--- src/rtl/johnson_display_scan.sv ---
// johnson_display_scan: time-multiplexed six-digit 7-segment driver for Johnson-coded time digits.
// Optional build macro: LEADING_ZERO_BLANK_EN blanks the H1 digit when its frame code is zero.
`default_nettype none

module johnson_display_scan #(
    parameter int unsigned SCAN_DIV = 1000
) (
    input  logic       clk,
    input  logic       reset,
    input  logic [9:0] H_out1_johnson,
    input  logic [9:0] H_out0_johnson,
    input  logic [9:0] M_out1_johnson,
    input  logic [9:0] M_out0_johnson,
    input  logic [9:0] S_out1_johnson,
    input  logic [9:0] S_out0_johnson,
    input  logic       reg_0_15s,
    input  logic       reg_15_30s,
    input  logic       reg_30_45s,
    input  logic       reg_45_59s,
    input  logic       err_clr,
    output logic [6:0] seg,
    output logic       dp,
    output logic [5:0] an,
    output logic [3:0] quarter_led,
    output logic       err
);

    localparam int unsigned PW = (SCAN_DIV > 1) ? $clog2(SCAN_DIV) : 1;
    localparam logic [PW-1:0] PS_LAST = PW'(SCAN_DIV - 1);
    localparam logic [6:0] SEG_BLANK = 7'h7F;
    localparam logic [6:0] SEG_DASH  = 7'b0111111;

    function automatic logic [6:0] seg_of(input logic [3:0] n);
        case (n)
            4'd0:    seg_of = 7'b1000000;
            4'd1:    seg_of = 7'b1111001;
            4'd2:    seg_of = 7'b0100100;
            4'd3:    seg_of = 7'b0110000;
            4'd4:    seg_of = 7'b0011001;
            4'd5:    seg_of = 7'b0010010;
            4'd6:    seg_of = 7'b0000010;
            4'd7:    seg_of = 7'b1111000;
            4'd8:    seg_of = 7'b0000000;
            4'd9:    seg_of = 7'b0010000;
            default: seg_of = SEG_DASH;
        endcase
    endfunction

    logic [PW-1:0] ps_q, ps_d;
    logic [2:0]    idx_q, idx_d;
    logic [9:0]    frame_q [6];
    logic [9:0]    frame_d [6];
    logic [6:0]    seg_q, seg_d;
    logic          dp_q, dp_d;
    logic [5:0]    an_q, an_d;
    logic [3:0]    ql_q, ql_d;
    logic          err_q, err_d;

    logic          active;
    logic          snap;
    logic [9:0]    code;
    logic          code_valid;
    logic [3:0]    code_num;

    assign active = (ps_q != '0);
    assign snap   = (ps_q == '0) && (idx_q == 3'd0);

    always_comb begin
        ps_d  = ps_q;
        idx_d = idx_q;
        if (ps_q == PS_LAST) begin
            ps_d  = '0;
            idx_d = (idx_q == 3'd5) ? 3'd0 : idx_q + 3'd1;
        end else begin
            ps_d  = ps_q + 1'b1;
        end
    end

    always_comb begin
        for (int i = 0; i < 6; i++) frame_d[i] = frame_q[i];
        if (snap) begin
            frame_d[0] = H_out1_johnson;
            frame_d[1] = H_out0_johnson;
            frame_d[2] = M_out1_johnson;
            frame_d[3] = M_out0_johnson;
            frame_d[4] = S_out1_johnson;
            frame_d[5] = S_out0_johnson;
        end
    end

    always_comb begin
        case (idx_q)
            3'd0:    code = frame_q[0];
            3'd1:    code = frame_q[1];
            3'd2:    code = frame_q[2];
            3'd3:    code = frame_q[3];
            3'd4:    code = frame_q[4];
            3'd5:    code = frame_q[5];
            default: code = 10'h000;
        endcase
    end

    // Legal codes are exactly 2^d-1 for d=0..9; everything else is rejected.
    always_comb begin
        code_valid = 1'b0;
        code_num   = 4'd0;
        for (int d = 0; d < 10; d++) begin
            if (code == 10'((1 << d) - 1)) begin
                code_valid = 1'b1;
                code_num   = 4'(d);
            end
        end
    end

    always_comb begin
        seg_d = SEG_BLANK;
        an_d  = 6'h3F;
        dp_d  = 1'b1;
        if (active) begin
            an_d  = ~(6'b100000 >> idx_q);
            seg_d = code_valid ? seg_of(code_num) : SEG_DASH;
            dp_d  = ~((idx_q == 3'd1) || (idx_q == 3'd3));
`ifdef LEADING_ZERO_BLANK_EN
            if ((idx_q == 3'd0) && (code == 10'h000)) seg_d = SEG_BLANK;
`endif
        end
        err_d = (active && !code_valid) || (err_q && !err_clr);
        ql_d  = {reg_45_59s, reg_30_45s, reg_15_30s, reg_0_15s};
    end

    always_ff @(posedge clk or negedge reset) begin
        if (!reset) begin
            ps_q  <= '0;
            idx_q <= 3'd0;
            for (int i = 0; i < 6; i++) frame_q[i] <= 10'h000;
            seg_q <= SEG_BLANK;
            dp_q  <= 1'b1;
            an_q  <= 6'h3F;
            ql_q  <= 4'h0;
            err_q <= 1'b0;
        end else begin
            ps_q  <= ps_d;
            idx_q <= idx_d;
            for (int i = 0; i < 6; i++) frame_q[i] <= frame_d[i];
            seg_q <= seg_d;
            dp_q  <= dp_d;
            an_q  <= an_d;
            ql_q  <= ql_d;
            err_q <= err_d;
        end
    end

    assign seg         = seg_q;
    assign dp          = dp_q;
    assign an          = an_q;
    assign quarter_led = ql_q;
    assign err         = err_q;

endmodule

`default_nettype wire

--- config.mk ---
export PLATFORM = sky130hd
export DESIGN_NAME = johnson_display_scan
export DESIGN_NICKNAME = d
export VERILOG_FILES = /design/src/rtl/johnson_display_scan.sv
export SDC_FILE = /design/constraint.sdc
export NUM_CORES = 1
export LEC_CHECK = 0
export BUFFER_PORTS_ARGS = -buffer_cell sky130_fd_sc_hd__buf_2
export CELL_PAD_IN_SITES_DETAIL_PLACEMENT = 0
export CELL_PAD_IN_SITES_GLOBAL_PLACEMENT = 1
export CORE_MARGIN = 8
export CORE_UTILIZATION = 41
export CTS_BUF_LIST = sky130_fd_sc_hd__clkbuf_8
export DETAILED_ROUTE_END_ITERATION = 10
export PLACE_DENSITY_LB_ADDON = 0.1
export RECOVER_POWER = 50
export SYNTH_ARGS = -nofsm -noshare
export SYNTH_HDL_FRONTEND = slang
export SYNTH_SLANG_ARGS = --single-unit
--- constraint.sdc ---
create_clock -name clk -period 2.83 [get_ports clk]
set_input_delay 0.1415 -clock clk [delete_from_list [all_inputs] [get_ports clk]]
set_output_delay 0.1415 -clock clk [all_outputs]
set_load 0.02 [all_outputs]
; After elaboration in Yosys (flattened, before gate mapping)
; Memory sizes are Yosys's and may differ from the RTL's.
; Index checks and enable logic that the tools add are counted.
[op_classes]
add_sub_neg = 2
eq_ne = 15
shift = 1
mux = 26
bitwise_logic = 2
reduce_logical = 11
[op_table]
columns = op, count
row1 = $pmux W10 S6, 1
row2 = $mux W4, 8
row3 = $logic_not A10 Y1, 2
row4 = $mux W7, 2
row5 = $mux W1, 12
row6 = $add A10 B1 Y10 const B, 1
row7 = $eq A10 B1 Y1 const B, 1
row8 = $eq A10 B10 Y1 const B, 1
row9 = $eq A10 B2 Y1 const B, 1
row10 = $eq A10 B3 Y1 const B, 1
row11 = $eq A10 B4 Y1 const B, 1
row12 = $eq A10 B5 Y1 const B, 1
row13 = $eq A10 B6 Y1 const B, 1
row14 = $eq A10 B7 Y1 const B, 1
row15 = $eq A10 B8 Y1 const B, 1
row16 = $eq A10 B9 Y1 const B, 1
row17 = $mux W10, 1
row18 = $reduce_bool A10 Y1, 1
row19 = $eq A3 B2 Y1 const B, 2
row20 = $eq A3 B3 Y1 const B, 2
row21 = $mux W6, 1
row22 = $not A6 Y6, 1
row23 = $shr A6 B3 Y6 const A, 1
row24 = $add A3 B1 Y3 const B, 1
row25 = 7 further kinds, 11
[word_totals]
reg_bits = 92
mem_bits_ro = 112
input_bits = 67
n_memories = 1
[memory_table]
columns = memory, words, word_bits, read_ports, rd_ports_with_merged_regs, wr, line_no
row1 = (no name shown), 16, 7, 1, 0, 0, 34  ; case (n)

; Depth between registers and ports, before layout
; Gate-level depths: netlist of the first run.
[logic_depth]
ltp_word = 16
mapped_depth = 17

; Worst setup path after synthesis of the first run
; OpenSTA, ideal clock, no wires.
[synth_timing]
path_type = register -> register
from = register idx_q[1]
to = register seg_q[5], in the netlist seg[5]
t_arrival_ns = 3.063
setup_slack_ns = -0.311
stages_incl_launch_ff = 16
n_path_buf = 3
synth_period_minus_slack_ns = 3.141
path_cell_list = dfrtp_1 > buf_4 > buf_6 > inv_1 > nor2_1 > ha_1 > clkbuf_1 > a32oi_1 > a31oi_1 > or2_2 > nand3_1 > a21boi_1 > or2_2 > ha_1 > or3_1 > a31o_1
[synth_between]
elab_chain_len = 15
word_cells_on_any_way = 39
[synth_rtl]
columns = element, line_no
row1 = start: declaration, 50  ; logic [2:0] idx_q, idx_d;
row2 = start signal: assignment, 143  ; idx_q <= idx_d;
row3 = $eq A3 B3 Y1 (tied with other cells), 92  ; case (idx_q)
row4 = $pmux W10 S6 (*), 92
row5 = $eq A10 B1 Y1 or $logic_not A10 Y1 (tied branches), 108  ; if (code == 10'((1 << d) - 1)) begin
row6 = $mux W1, 108
row7 = $mux W4 or $mux W1 (tied branches) (8 in a row), 108
row8 = $mem_v2 Z16 W7 or $mux W1 (tied branches), -
row9 = $mux W7 (*), 121  ; seg_d = code_valid ? seg_of(code_num) : SEG_DASH;
row10 = $mux W7 (*), 119  ; if (active) begin
row11 = net seg_d[5], 53  ; logic [6:0] seg_q, seg_d;
row12 = end signal: assignment, 145  ; seg_q <= seg_d;
row13 = end: declaration, 53
; The timed path passes the listed nets; every way through them passes the cells marked *.
; A chain may end at the register's enable or synchronous reset.

; Worst setup path after layout of the first run
[layout_timing]
from = register idx_q[0]
to = register seg_q[5], in the netlist seg[5]
; Same word-level chain as after synthesis.

==> results of run 1 <==
[kinds of logic after synthesis]
logic type / count (synthesis)
adder cells (fa/ha/maj): 6
AO/OA/AOI/OAI: 51
buffers and inverters: 28
flip-flops: 92
XOR/XNOR: 8
multiplexers: 78
AND/OR/NAND/NOR: 102
[metal layers]
layer	vias to the layer above	part of all wire [%]	wire length, um	track usage, %
li1	1699	-	-	-
met5	-	0	0	0
met2	94	47	5180	24.9
met4	0	1.7	187	5.85
met1	1711	46	5110	20.6
met3	17	4.9	536	3.22
[sequential cells by signal, indices dropped and copies added (netlist names)]
signal       flops
an               6
dp               1
err              1
frame_q         60
idx_q            3
ps_q            10
quarter_led      4
seg              7
[synthesized netlist by cell type (3+ instances only)]
cell       n
a21o_1     3
a21oi_1    6
a221o_1    3
a22o_1     4
and2_1     4
buf_4      6
buf_6      3
clkbuf_1   8
dfrtp_1   78
dfstp_2   14
ha_1       6
inv_1      8
mux2_2    63
mux2i_1   12
nand2_1   21
nand3_1   15
nand3b_1   6
nand4_1    5
nor2_1    17
nor2b_1    3
nor3_1    11
o21ai_0    9
o21ai_1    4
or3_1      3
xnor2_1    4
xor2_1     4
[final timing paths]
check / from / end / depth (start not counted)
setup / recovery: idx_q[0] / seg[5] / 12
hold / removal: M_out0_johnson[1] / frame_q[21] / 2
setup reg to reg: idx_q[0] / seg[5] / 12
hold reg to reg: ps_q[0] / ps_q[0] / 1
max in group asynchronous: reset / frame_q[56] / 2
min in group asynchronous: reset / ps_q[4] / 2
[power by group through the flow]
| stage | Sequential, mW | Combinational [mW] | Clock, mW |
|---|---|---|---|
| after CTS | 1.39 | 0.251 | 0.978 |
| final | 1.39 | 0.250 | 0.952 |
| after floorplan | 1.41 | 0.0790 | 0 |
| after detailed placement | 1.42 | 0.189 | 0 |
| after global placement | 1.42 | 0.186 | 0 |
| after global routing | 1.40 | 0.276 | 1.03 |
[critical path: stages, from the launching register on]
cell and delay [ns]:
dfrtp_2 0.45, buf_6 0.12, mux4_2 0.48, a221o_1 0.41, o211ai_2 0.12, nor3_2 0.10
o211ai_1 0.12, o21ai_2 0.12, nor2b_4 0.16, inv_2 0.05, ha_1 0.19, or3_1 0.36
a31o_1 0.22
[stage by stage]
stage	TNS, ns	cells	hold slack [ns]
5_1_grt	-0.859	697	0.000544
3_3_place_gp	-0.301	617	0.150
3_5_place_dp	-0.660	617	0.154
6_report	-0.278	697	0.0136
4_1_cts	-0.0770	689	0.000184
2_1_floorplan	-0.273	365	-0.154
[repair_timing]
| item | CTS | global route |
|---|---|---|
| endpoints found under the setup margin | 4 | 4 |
| hold endpoints to repair | 78 | 0 |
| setup buffers | 1 | 9 |
| resized for setup | 16 | 17 |
| hold buffers | 55 | 0 |
| pin swaps | 5 | 14 |
[cell type report]
type,instances,area [sq um]
Multi-Input combinational cell,245,2110
Fill cell,915,4390
Timing Repair Buffer,194,1440
Clock inverter,7,91.3
Clock buffer,9,124
Inverter,10,47.5
Sequential cell,92,2320
Tap cell,140,175
==> impl_metrics.ini, run 1 <==
[synthesis]
syn-num-nets = 438
yosysSeqAreaShare_pct = 52.1
yosysWarnings = 0
synth_edf_count = 0
synth_cell_type_count = 60
netlist_instances = 365
synth_xor_area_share_pct = 1.57
synth_seq_cells = 92
synth_compound_area_share_pct = 8.55
synth-simple-area-share_pct = 12.7
syn_area_per_cell_sq_um = 12.2
yosys.area.top_type = dfrtp_1
synthTopCellsByArea = dfrtp_1, mux2_2, dfstp_2
yosys.area.top_type_share_pct = 43.9
async_reset_ff_share_pct = 100
yosys-mux-area-fraction_pct = 20.0
synth_flop_cell = dfrtp_1
syn-cell-area_sq_mm = 0.00445
synth_top_family_by_area = multiplexers
synth-adder-area-share_pct = 1.69

[pwr]
ir_worst_vdd_mv = 0.241
p_clk_share_pct = 36.7
p_int_mw = 1.95
power_frac_comb_pct = 9.6
power.density_mw_per_mm2 = 411
leakage_nw = 2.75
p_total_mw = 2.59
swShare_pct = 24.9
power_frac_seq_pct = 53.7
switchingPower_uw = 647

[timing]
drv_slew = 39
layout_min_cycle_time_ns = 2.97
hold_viol = 0
min_period_over_period_pct = 105
rsz0062_at_grt = yes
worstMarginPinSlew_ns = 2.17
clock.fmax_mhz = 337
slew_headroom_pct = -44.4
setup_ws_ns = -0.141
fin_worst_skew_ns = 0.0142
setup-violations-final = 3

[floorplanning]
core_area_sq_mm = 0.0107
initial_core_util_pct = 41.6
dieArea_sq_mm = 0.0144
dieHeight_um = 120
ios = 86
die_x_um = 120
rows = 38

[finish]
drive_gt1_share_pct = 48.1
layout_common_cells = buf_2, dfrtp_1, mux2_2, dlygate4sd3_1, buf_4
fin_area_sq_mm = 0.00631
area_growth_pct = 41.8
final_util_pct = 59.0
nets = 625
n_antenna_cell = 0
final_common_cell = buf_2

[placed_design]
dpl-instance-area_sq_mm = 0.00536
port_buffers = 85
place_ws_ns = -0.276
place.gp.congestion = 0.846
place_hpwl_um = 7960

[setup_path]
critPathCaptureType = flip-flop
required_ns = 3.13
crit_type = flip-flop to flip-flop
path_max_fanout = 5
cp-start-kind = flip-flop
rrSetupSlack_ns = -0.14
critPathArrivalTime_ns = 3.27

[flow_run]
maxCapViolCount = 1

[clocking]
clockBufferDepth = 2
clk_pin_slew_ns = 0.10
root_buffer = clkbuf_8
numCtsBuffers = 9
clk_latency_ns = 0.37
cts_tree = built
htree_num_levels = 3
clock_sinks = 92

[route]
dr.first_iter.drc_count = 164
first_pass_iters = 4
wl_um = 11000
vias = 3521
wl_per_cell_um = 15.8
postRouteAntennaNets = 0
drc = 0
viasPerCell = 5.05

[grt]
grt_pass1_vias = 3707
grt-ovfl-total = 0
grt_pass1_wl_um = 18300
grt_max_degree = 61
antenna_found_initial = 0
grt_usage_pct = 15.6

[status]
outcome = complete, but fails checks
violations = max-capacitance violations, max-slew violations, negative setup slack

[min_path]
hp-class = input pin to flip-flop
No activity file was read; power rests on OpenSTA's default activity.
==> run 2, diff against run 1 <==
--- a/config.mk
+++ b/config.mk
@@ -14,6 +14,7 @@
 export DETAILED_ROUTE_END_ITERATION = 10
 export PLACE_DENSITY_LB_ADDON = 0.1
 export RECOVER_POWER = 50
+export SETUP_SLACK_MARGIN = 0.05
 export SYNTH_ARGS = -nofsm -noshare
 export SYNTH_HDL_FRONTEND = slang
 export SYNTH_SLANG_ARGS = --single-unit
==> run 2 against run 1 <==
- the flow still finishes with violations (max-capacitance violations, max-slew violations, negative setup slack)
- worst setup slack barely moved
- worst hold slack barely moved
- design area rose by 0.12%
- sequential share of layout area barely moved
- largest power group unchanged
- highest routed layer unchanged
- via count fell by 0.20%
==> impl_metrics.ini, run 2 (same netlist as run 1, synthesis figures left out) <==
[status]
outcome = complete, but fails checks
violations = max-capacitance violations, max-slew violations, negative setup slack

[timing]
slew_headroom_pct = -44.4
fin_worst_skew_ns = 0.0143
setup_ws_ns = -0.141
setup-violations-final = 3
clock.fmax_mhz = 337
min_period_over_period_pct = 105
worstMarginPinSlew_ns = 2.17
hold_viol = 0
tns_ns = -0.268
rsz0062_at_grt = yes
drv_slew = 39
layout_min_cycle_time_ns = 2.97

[route]
viasPerCell = 5.03
vias = 3514
first_pass_iters = 4
postRouteAntennaNets = 0
dr.first_iter.drc_count = 160
drc = 0
wl_um = 11000
wl_per_cell_um = 15.8

[grt]
grt_max_degree = 61
grt_usage_pct = 15.6
grt_pass1_wl_um = 18300
grt-ovfl-total = 0
antenna_found_initial = 0
grt_pass1_vias = 3707

[pwr]
p_int_mw = 1.95
power.density_mw_per_mm2 = 411
power_frac_seq_pct = 53.7
switchingPower_uw = 647
p_clk_share_pct = 36.7
leakage_nw = 2.75
ir_worst_vdd_mv = 0.241
swShare_pct = 24.9
power_frac_comb_pct = 9.6

[finish]
layout_common_cells = buf_2, dfrtp_1, mux2_2, dlygate4sd3_1, buf_4
n_antenna_cell = 0
area_growth_pct = 41.9
final_common_cell = buf_2
largest_reg_flops = 60
largest-register = frame_q
drive_gt1_share_pct = 48.2
final_util_pct = 59.0
fillCellCount = 915
nets = 626

[setup_path]
cp-start-kind = flip-flop
required_ns = 3.13
crit_type = flip-flop to flip-flop
crit_path_top_delay_cell = mux4_2
reg2reg_depth = 12
slowest_delay_ns = 0.48
path_max_fanout = 5
critPathCaptureType = flip-flop
critPathArrivalTime_ns = 3.27
crit_chain = buf_6 -> mux4_2 -> a221o_1 -> o211ai_2 -> nor3_2 -> o211ai_1 -> o21ai_2 -> nor2b_4 -> inv_2 -> ha_1 -> or3_1 -> a31o_1

[placed_design]
place.gp.congestion = 0.846
port_buffers = 85
place_hpwl_um = 7960

[floorplanning]
core_area_sq_mm = 0.0107
dieArea_sq_mm = 0.0144
ios = 86
die_x_um = 120
rows = 38
dieHeight_um = 120
initial_core_util_pct = 41.6

[clocking]
htree_num_levels = 3
clk_latency_ns = 0.37
clk_pin_slew_ns = 0.10
clockBufferDepth = 2
root_buffer = clkbuf_8
clock_sinks = 92
cts_tree = built
numCtsBuffers = 9

[min_path]
holdPathStages = 2
hp-class = input pin to flip-flop

[flow_run]
maxCapViolCount = 1
==> run 2: cell count changes in the layout (fill, tap and decap cells not counted), sizes merged <==
cell,delta
buf,+1
==> run 2: final cells by class <==
type / count / area (sq um) / share of cell area [%]
clock buffers: 9 / 124 / 1.96
clock inverters: 7 / 91.3 / 1.45
inverters: 10 / 47.5 / 0.753
multi-input cells: 245 / 2110 / 33.4
flip-flops and latches: 92 / 2320 / 36.8
well taps: 140 / 175 / 2.77
repair buffers: 195 / 1450 / 22.9
==> run 2: through the flow <==
step	total power, mW	worst slack (ns)	cell area [sq um]	instances	hold slack, ns
2_1_floorplan	1.49	-0.165	4500	365	-0.154
3_3_place_gp	1.60	-0.163	5360	617	0.150
3_5_place_dp	1.61	-0.276	5360	617	0.154
4_1_cts	2.62	-0.0457	6190	689	0.000184
5_1_grt	2.70	-0.273	6310	698	0.000544
6_report	2.59	-0.141	6310	698	0.0136
==> run 2: what timing repair did <==
item | 4_1_cts | 5_1_grt
gates resized for setup | 16 | 17
setup buffers | 1 | 10
hold buffers | 55 | 0
pin swaps | 5 | 15
endpoints found under the hold margin | 78 | 0
endpoints found under the setup margin | 4 | 5
==> run 2: worst paths after layout <==
path,slack [ns],end,startpoint
worst max-delay path,-0.14,seg[5],idx_q[0]
min in group asynchronous,0.93,ps_q[4],reset
worst min-delay path,0.01,frame_q[21],M_out0_johnson[1]
worst min register to register,0.49,ps_q[0],ps_q[0]
max in group asynchronous,0.64,frame_q[56],reset
worst max register to register,-0.14,seg[5],idx_q[0]
==> run 2: critical path, delay by kind of cell, from the launching register on <==
family                   cells  cell delay (ns)
AND/OR/NAND/NOR              3             0.62
flip-flops                   1             0.45
multiplexers                 1             0.48
buffers and inverters        2             0.17
AO/OA/AOI/OAI                5             0.99
adder cells (fa/ha/maj)      1             0.19
==> run 2: power by group through the flow <==
stage               Clock [mW]  Combinational, mW  Sequential [mW]
floorplan                    0             0.0790             1.41
global placement             0              0.186             1.42
detailed placement           0              0.189             1.42
CTS                      0.978              0.251             1.39
global route              1.03              0.276             1.40
finish                   0.952              0.250             1.39
==> run 2: per-layer routing <==
layer	GRT usage (%)	vias to the layer above	part of all wire [%]
li1	-	1701	-
met1	20.6	1711	47
met2	24.9	85	47
met3	3.22	17	4.6
met4	5.85	0	1.7
met5	0	-	0
==> run 3, diff against run 2 <==
--- a/config.mk
+++ b/config.mk
@@ -13,7 +13,6 @@
 export CTS_BUF_LIST = sky130_fd_sc_hd__clkbuf_8
 export DETAILED_ROUTE_END_ITERATION = 10
 export PLACE_DENSITY_LB_ADDON = 0.1
-export RECOVER_POWER = 50
 export SETUP_SLACK_MARGIN = 0.05
 export SYNTH_ARGS = -nofsm -noshare
 export SYNTH_HDL_FRONTEND = slang
==> run 3 against run 2 <==
- the flow finishes with violations (negative setup slack)
- worst hold slack about the same
- combinational power about the same
- largest power group unchanged
- power about the same
- highest routed layer unchanged
- critical path depth unchanged
- clock-buffer cell count unchanged
- clock power about the same
- worst setup slack about the same
- sequential power about the same
- wire length about the same
- sequential share of layout area decreased by 0.058 points
- via count about the same
==> impl_metrics.ini, run 3 (same netlist as run 1, synthesis figures left out) <==
[finish]
drive_gt1_share_pct = 49.3
largest_reg_flops = 60
area_growth_pct = 42.2
ff_latch_area_sq_mm = 0.00232
fillCellCount = 912
final_cells = 698
final_common_cell = buf_2
multi_input_area_sq_mm = 0.00211
layout_common_cells = buf_2, dfrtp_1, mux2_2, dlygate4sd3_1, buf_4
n_antenna_cell = 0
nets = 626
largest-register = frame_q

[timing]
setup_ws_ns = -0.141
min_period_over_period_pct = 105
drv_slew = 0
clock.fmax_mhz = 337
layout_min_cycle_time_ns = 2.97
setup-violations-final = 3
hold_viol = 0
rsz0062_at_grt = yes
fin_worst_skew_ns = 0.0141
slew_headroom_pct = 59.9
worstMarginPinSlew_ns = 0.597

[setup_path]
crit_path_top_delay_cell = mux4_2
crit_type = flip-flop to flip-flop
critPathCaptureType = flip-flop
critPathArrivalTime_ns = 3.27
path_max_fanout = 5
crit_chain = buf_6 -> mux4_2 -> a221o_1 -> o211ai_2 -> nor3_2 -> o211ai_1 -> o21ai_2 -> nor2b_4 -> inv_2 -> ha_1 -> or3_1 -> a31o_1
cp-start-kind = flip-flop
slowest_delay_ns = 0.48
required_ns = 3.13

[floorplanning]
dieHeight_um = 120
dieArea_sq_mm = 0.0144
initial_core_util_pct = 41.6
ios = 86
core_area_sq_mm = 0.0107
die_x_um = 120
rows = 38

[clocking]
clockBufferDepth = 2
numCtsBuffers = 9
cts_tree = built
clk_pin_slew_ns = 0.10
htree_num_levels = 3
root_buffer = clkbuf_8
clock_sinks = 92
clk_latency_ns = 0.37

[pwr]
p_total_mw = 2.60
ir_worst_vdd_mv = 0.241
leakage_nw = 2.77
power.density_mw_per_mm2 = 410

[min_path]
hp-class = input pin to flip-flop

[grt]
grt_usage_pct = 15.6
grt_pass1_wl_um = 18300
grt_max_degree = 61
antenna_found_initial = 0
grt-ovfl-total = 0
grt_pass1_vias = 3707

[route]
wl_per_cell_um = 15.8
dr.first_iter.drc_count = 174
viasPerCell = 5.03
vias = 3513
wl_um = 11000
drc = 0
postRouteAntennaNets = 0
first_pass_iters = 4

[placed_design]
dpl.cell_count = 617
port_buffers = 85
place.gp.congestion = 0.846
place_hpwl_um = 7960

[status]
outcome = complete, but fails checks
violations = negative setup slack

[flow_run]
maxCapViolCount = 0
[run 3: cell type report]
class                           count  area share [%]
Sequential cell                    92            36.7
Multi-Input combinational cell    245            33.3
Timing Repair Buffer              195            23.0
Tap cell                          140            2.77
Clock buffer                        9            1.96
Clock inverter                      7            1.44
Inverter                           10           0.752
[run 3: per-layer routing]
metal | GRT usage [%] | vias up | wire length [um]
li1 | - | 1701 | -
met1 | 20.6 | 1712 | 5130
met2 | 24.9 | 83 | 5200
met3 | 3.22 | 17 | 509
met4 | 5.85 | 0 | 187
met5 | 0 | - | 0
[run 3: power by group]
part	leakage (nW)	switching, mW	internal [mW]
Sequential	1.06	0.0295	1.36
Combinational	1.60	0.0972	0.154
Clock	0.106	0.521	0.431
[run 3: final timing paths]
path | end | start | slack (ns) | depth (start not counted)
worst max-delay path | seg[5] | idx_q[0] | -0.14 | 12
worst min-delay path | frame_q[21] | M_out0_johnson[1] | 0.01 | 2
worst min register to register | ps_q[0] | ps_q[0] | 0.49 | 1
worst max register to register | seg[5] | idx_q[0] | -0.14 | 12
min in group asynchronous | ps_q[4] | reset | 0.27 | 2
max in group asynchronous | idx_q[0] | reset | 1.88 | 3
[run 3: metrics by stage]
stage / setup TNS, ns / worst slack [ns] / hold slack, ns / cell area, sq um / utilization, %
2_1_floorplan: -0.273 / -0.165 / -0.154 / 4500 / -
3_3_place_gp: -0.301 / -0.163 / 0.150 / 5360 / 50.1
3_5_place_dp: -0.660 / -0.276 / 0.154 / 5360 / 50.1
4_1_cts: -0.0770 / -0.0457 / 0.000184 / 6190 / 57.9
5_1_grt: -0.982 / -0.273 / 0.000544 / 6320 / 59.1
6_report: -0.269 / -0.141 / 0.0132 / 6320 / 59.1
[run 3: critical path: cells and delay by family (launching register included)]
kind | cells | cell delay, ns
adders and majority gates | 1 | 0.19
AOI/OAI and AO/OA | 5 | 0.99
DFF | 1 | 0.45
muxes | 1 | 0.48
buffers and inverters | 2 | 0.17
and+or+nand+nor | 3 | 0.62
[run 3: repair_timing]
item                       4_1_cts  5_1_grt
resized for setup               16       17
hold buffers                    55        0
hold endpoints to repair        78        0
setup endpoints to repair        4        5
setup buffers                    1       10
pin swaps                        5       15
